### config.mk
export PLATFORM = sky130hd
export DESIGN_NAME = router_pkt_fifo
export DESIGN_NICKNAME = d
export VERILOG_FILES = /design/src/rtl/router_pkt_fifo.sv
export SDC_FILE = /design/constraint.sdc
export NUM_CORES = 1
export LEC_CHECK = 0
export CORE_MARGIN = 3
export CORE_UTILIZATION = 60
export CTS_CLUSTER_DIAMETER = 40
export DETAILED_ROUTE_END_ITERATION = 10
export GPL_TIMING_DRIVEN = 0
export PLACE_DENSITY = 0.8
export SYNTH_ARGS = -nofsm -noshare
export SYNTH_HDL_FRONTEND = slang
export SYNTH_SLANG_ARGS = --single-unit
### constraint.sdc
create_clock -name clk -period 4.45 [get_ports clk]
set_input_delay 0.89 -clock clk [delete_from_list [all_inputs] [get_ports clk]]
set_output_delay 0.89 -clock clk [all_outputs]
set_load 0.01 [all_outputs]
### src/rtl/router_pkt_fifo.sv
// Packet-aware output-channel FIFO: stores words with a start-of-packet tag and
// tracks packet boundaries on the read side via a remaining-word counter.
module router_pkt_fifo #(
  parameter int DATA_W    = 8,
  parameter int DEPTH     = 16,
  parameter int LEN_LSB   = 2,
  parameter int LEN_W     = 6,
  parameter int AF_THRESH = DEPTH - 2
) (
  input  logic                     clk,
  input  logic                     resetn,
  input  logic                     soft_reset,
  input  logic                     write_en,
  input  logic                     sop_in,
  input  logic [DATA_W-1:0]        data_in,
  input  logic                     read_en,
  output logic [DATA_W-1:0]        data_out,
  output logic                     out_valid,
  output logic                     sop_out,
  output logic                     eop_out,
  output logic                     empty,
  output logic                     full,
  output logic                     almost_full,
  output logic [$clog2(DEPTH):0]   level,
  output logic                     pkt_active,
  output logic                     err_ovf,
  output logic                     err_udf,
  output logic                     err_trunc,
  output logic                     err_orphan
);

  localparam int ADDR_W = $clog2(DEPTH);
  localparam logic [ADDR_W:0] PTR_ONE  = (ADDR_W+1)'(1);
  localparam logic [ADDR_W:0] AF_LEVEL = (ADDR_W+1)'(AF_THRESH);
  localparam logic [LEN_W:0]  REM_ONE  = (LEN_W+1)'(1);

  // Bit DATA_W of each entry carries the start-of-packet tag.
  logic [DATA_W:0] mem [DEPTH];

  logic [ADDR_W:0]   wr_ptr_q, wr_ptr_d;
  logic [ADDR_W:0]   rd_ptr_q, rd_ptr_d;
  logic [LEN_W:0]    rem_q, rem_d;
  logic [DATA_W-1:0] data_out_q, data_out_d;
  logic              out_valid_q, out_valid_d;
  logic              sop_out_q, sop_out_d;
  logic              eop_out_q, eop_out_d;
  logic              err_ovf_q, err_ovf_d;
  logic              err_udf_q, err_udf_d;
  logic              err_trunc_q, err_trunc_d;
  logic              err_orphan_q, err_orphan_d;

  logic              empty_w;
  logic              full_w;
  logic [ADDR_W:0]   level_w;
  logic              wr_fire;
  logic              rd_fire;
  logic [DATA_W:0]   rd_word;
  logic [LEN_W-1:0]  len_field;

  assign empty_w   = (rd_ptr_q == wr_ptr_q);
  assign full_w    = (wr_ptr_q[ADDR_W] != rd_ptr_q[ADDR_W]) &&
                     (wr_ptr_q[ADDR_W-1:0] == rd_ptr_q[ADDR_W-1:0]);
  assign level_w   = wr_ptr_q - rd_ptr_q;

  // Both decisions use pre-edge occupancy: no same-cycle space release or bypass.
  assign wr_fire   = write_en && !full_w && !soft_reset;
  assign rd_fire   = read_en && !empty_w && !soft_reset;

  assign rd_word   = mem[rd_ptr_q[ADDR_W-1:0]];
  assign len_field = rd_word[LEN_LSB+LEN_W-1:LEN_LSB];

  always_ff @(posedge clk) begin
    if (wr_fire) begin
      mem[wr_ptr_q[ADDR_W-1:0]] <= {sop_in, data_in};
    end
  end

  always_comb begin
    wr_ptr_d     = wr_ptr_q;
    rd_ptr_d     = rd_ptr_q;
    rem_d        = rem_q;
    data_out_d   = data_out_q;
    out_valid_d  = 1'b0;
    sop_out_d    = sop_out_q;
    eop_out_d    = eop_out_q;
    err_ovf_d    = 1'b0;
    err_udf_d    = 1'b0;
    err_trunc_d  = 1'b0;
    err_orphan_d = 1'b0;

    if (soft_reset) begin
      wr_ptr_d   = '0;
      rd_ptr_d   = '0;
      rem_d      = '0;
      data_out_d = '0;
      sop_out_d  = 1'b0;
      eop_out_d  = 1'b0;
    end else begin
      err_ovf_d = write_en && full_w;
      err_udf_d = read_en && empty_w;

      if (wr_fire) begin
        wr_ptr_d = wr_ptr_q + PTR_ONE;
      end

      if (rd_fire) begin
        rd_ptr_d    = rd_ptr_q + PTR_ONE;
        data_out_d  = rd_word[DATA_W-1:0];
        sop_out_d   = rd_word[DATA_W];
        out_valid_d = 1'b1;
        eop_out_d   = 1'b0;
        if (rd_word[DATA_W]) begin
          // Header length counts payload words; +1 covers the trailing parity word.
          err_trunc_d = (rem_q != '0);
          rem_d       = {1'b0, len_field} + REM_ONE;
        end else if (rem_q != '0) begin
          eop_out_d = (rem_q == REM_ONE);
          rem_d     = rem_q - REM_ONE;
        end else begin
          err_orphan_d = 1'b1;
        end
      end
    end
  end

  always_ff @(posedge clk or negedge resetn) begin
    if (!resetn) begin
      wr_ptr_q     <= '0;
      rd_ptr_q     <= '0;
      rem_q        <= '0;
      data_out_q   <= '0;
      out_valid_q  <= 1'b0;
      sop_out_q    <= 1'b0;
      eop_out_q    <= 1'b0;
      err_ovf_q    <= 1'b0;
      err_udf_q    <= 1'b0;
      err_trunc_q  <= 1'b0;
      err_orphan_q <= 1'b0;
    end else begin
      wr_ptr_q     <= wr_ptr_d;
      rd_ptr_q     <= rd_ptr_d;
      rem_q        <= rem_d;
      data_out_q   <= data_out_d;
      out_valid_q  <= out_valid_d;
      sop_out_q    <= sop_out_d;
      eop_out_q    <= eop_out_d;
      err_ovf_q    <= err_ovf_d;
      err_udf_q    <= err_udf_d;
      err_trunc_q  <= err_trunc_d;
      err_orphan_q <= err_orphan_d;
    end
  end

  assign data_out    = data_out_q;
  assign out_valid   = out_valid_q;
  assign sop_out     = sop_out_q;
  assign eop_out     = eop_out_q;
  assign empty       = empty_w;
  assign full        = full_w;
  assign level       = level_w;
  assign almost_full = (level_w >= AF_LEVEL);
  assign pkt_active  = (rem_q != '0);
  assign err_ovf     = err_ovf_q;
  assign err_udf     = err_udf_q;
  assign err_trunc   = err_trunc_q;
  assign err_orphan  = err_orphan_q;

endmodule

==> impl_metrics.yaml <==
grt:
  grt.total_usage_pct: 24.5
  globalRoute.totalOverflow: 0
  grt_antenna_before_repair: 0
  grt_max_degree: 33
  grt_pass1_wl_mm: 23.3
  grt_pass1_vias: 4127
synthesis:
  yosysWarningCount: 0
  ys_types: 45
  synth-seq-area-share_pct: 69.9
  synthTopCellsByCount: "edfxtp_1, mux4_2, nor2_1"
  netlist_area_sq_um: 7330
  avgSynthCellArea_sq_um: 16.8
  synth_area_leaders: "edfxtp_1, mux4_2, dfrtp_1"
  syn_inst: 436
  postSynthNetCount: 463
  async_flop_share_pct: 18.2
  synth.largest_area_cell: "edfxtp_1"
  synth_edf_count: 144
  ys_seq_elements: 176
  yosysTopAreaCellShare_pct: 59.0
  yosys.cell_count.top_type: "edfxtp_1"
  ys.flop_type: "edfxtp_1"
run:
  maxCapViolCount: 0
timing:
  hold_viol_final: 0
  rsz0062_at_grt: "no"
  final-setup-viol-count: 0
  setup-tns-final_ns: 0
  period_needed_ns: 4.23
  clock_skew_ns: 0.00897
  max_clock_freq_ghz: 0.236
  slew_headroom_pct: 15.3
  worstMarginPinSlew_ns: 1.27
  finalMaxSlewViolations: 0
  setup_slack_ns: 0.216
  timing.final.crit_share_pct: 95.1
die:
  start_util_pct: 62.9
  die_w_um: 117
  die_area_sq_um: 13600
  chipHeight_um: 117
  core-area_sq_um: 11700
  boundaryPins: 38
  rows: 39
clocking:
  cts_sinks: 176
  cts-root-buf: "clkbuf_16"
  cts_buffer_depth: 2
  clk_pin_slew_ns: 0.06
  tritoncts.num_buffers: 17
  cts_setup_buffers: 0
  cts-htree-levels: 4
  cts_tree: "built"
  worstSkewPairLatency_ns: 0.44
outcome:
  status: "complete, no violations"
finish:
  nets: 522
  area_delta_synth_final_pct: 15.8
  antenna_cells: 0
  drive_above_1_share_pct: 17.8
critical_path:
  arrival_ns: 3.34
  endpoint_kind: "primary output"
  path_class: "reg -> out"
  cp_max_fo: 10
  worst_ep_required_time_ns: 3.56
  start_kind: "flip-flop"
placed_design:
  place_ws_ns: -0.0979
  gp_congestion: 0.837
  port_buffers: 37
  dp_hpwl_mm: 10.1
power:
  finalPower_mw: 4.01
  ir_drop_mv: 0.425
  p_per_area_nw_per_um2: 473
  p_leak_nw: 2.93
detailed_routing:
  vias: 4059
  vias_per_cell: 6.24
  routed_wl_mm: 15.2
  drc: 0
  antenna_left: 0
  firstDrtPassIters: 5
  drtIter0Drc: 391
  wl_per_cell_um: 23.4
hold_path:
  worstHoldPathType: "reg -> reg"
## worst max-delay path, cell delays in order, from the launching register on
cell and delay (ns):
dfrtp_1 0.53, clkbuf_4 0.32, buf_2 0.31, inv_1 0.15
fa_1 0.45, a21o_1 0.18, a21oi_1 0.17, xnor2_1 0.15
a31o_2 0.13, clkdlybuf4s50_1 0.52
## final timing paths
kind                                  start     endpoint  slack [ns]  depth (start not counted)
worst max-delay path            rd_ptr_q[1]  almost_full        0.22                          9
worst min-delay path                eop_out      eop_out        0.47                          2
worst min register to register      eop_out      eop_out        0.47                          2
worst max register to register  rd_ptr_q[1]    mem[4][2]        0.59                          9
max in group asynchronous            resetn      eop_out        3.48                          1
min in group asynchronous            resetn  data_out[1]        0.51                          1
## layout make-up
cell class | instances | area (sq um)
Fill cell | 690 | 3170
Clock buffer | 19 | 433
Multi-Input combinational cell | 229 | 2080
Tap cell | 143 | 179
Sequential cell | 176 | 5120
Timing Repair Buffer | 41 | 410
Inverter | 14 | 52.6
Clock inverter | 12 | 113
Buffer | 16 | 91.3
## metal layers
metal  vias to the layer above  part of all wire [%]  track usage (%)
met4                         0                   2.4             10.2
met2                       170                    51             40.0
met3                        30                   5.9             6.06
li1                       1802                     -                -
met1                      2057                    41             32.2
met5                         -                     0                0
## flip-flops by register name, summed over array words and instances (netlist names)
register	flops
mem	144
eop_out	1
err_orphan	1
wr_ptr_q	5
out_valid	1
err_udf	1
rd_ptr_q	5
rem_q	7
sop_out	1
data_out	8
err_trunc	1
err_ovf	1
## cells in the final DEF, fill, tap and decap left out, types with 5 or more instances in the layout
| master | n |
|---|---|
| edfxtp_1 | 144 |
| mux4_2 | 39 |
| clkdlybuf4s50_1 | 36 |
| nor2_1 | 35 |
| nand2_1 | 34 |
| dfrtp_1 | 32 |
| a21oi_1 | 17 |
| clkbuf_16 | 17 |
| inv_1 | 13 |
| ha_1 | 12 |
| xnor2_1 | 9 |
| clkbuf_1 | 9 |
| a22oi_1 | 8 |
| nand3_1 | 8 |
| xor2_1 | 6 |
| buf_6 | 6 |
| nor2b_1 | 6 |
| buf_2 | 5 |
| nor3_1 | 5 |
| nand2b_1 | 5 |
## report_power, final
group / switching (mW) / internal (mW) / leakage [nW] / total (mW)
sequential: 0.0381 / 1.83 / 1.74 / 1.87
clock: 0.607 / 0.769 / 0.259 / 1.38
combinational: 0.398 / 0.371 / 0.933 / 0.770
total: 1.04 / 2.97 / 2.93 / 4.01
## logic make-up after synthesis
group / Yosys count / share of synthesized area, %
fa+ha+maj: 13 / 2.32
compound gates: 44 / 3.81
simple gates: 113 / 7.34
flops: 176 / 69.9
xor+xnor: 15 / 1.79
mux: 44 / 12.9
buf+inv: 31 / 1.95
## per-stage QoR
step	cells	hold slack, ns	utilization (%)	cell area, sq um
after floorplan	436	0.474	-	7330
after global placement	616	0.464	67.6	7880
after detailed placement	620	0.468	68.1	7950
after CTS	651	0.482	72.9	8500
after global routing	650	0.511	72.8	8490
final	650	0.474	72.8	8490
## repair_timing
action,4_1_cts,5_1_grt
endpoints found under the setup margin,98,2
cloned,0,0
hold buffers,0,0
resized for setup,3,0
(Power assumes the default switching activity.)
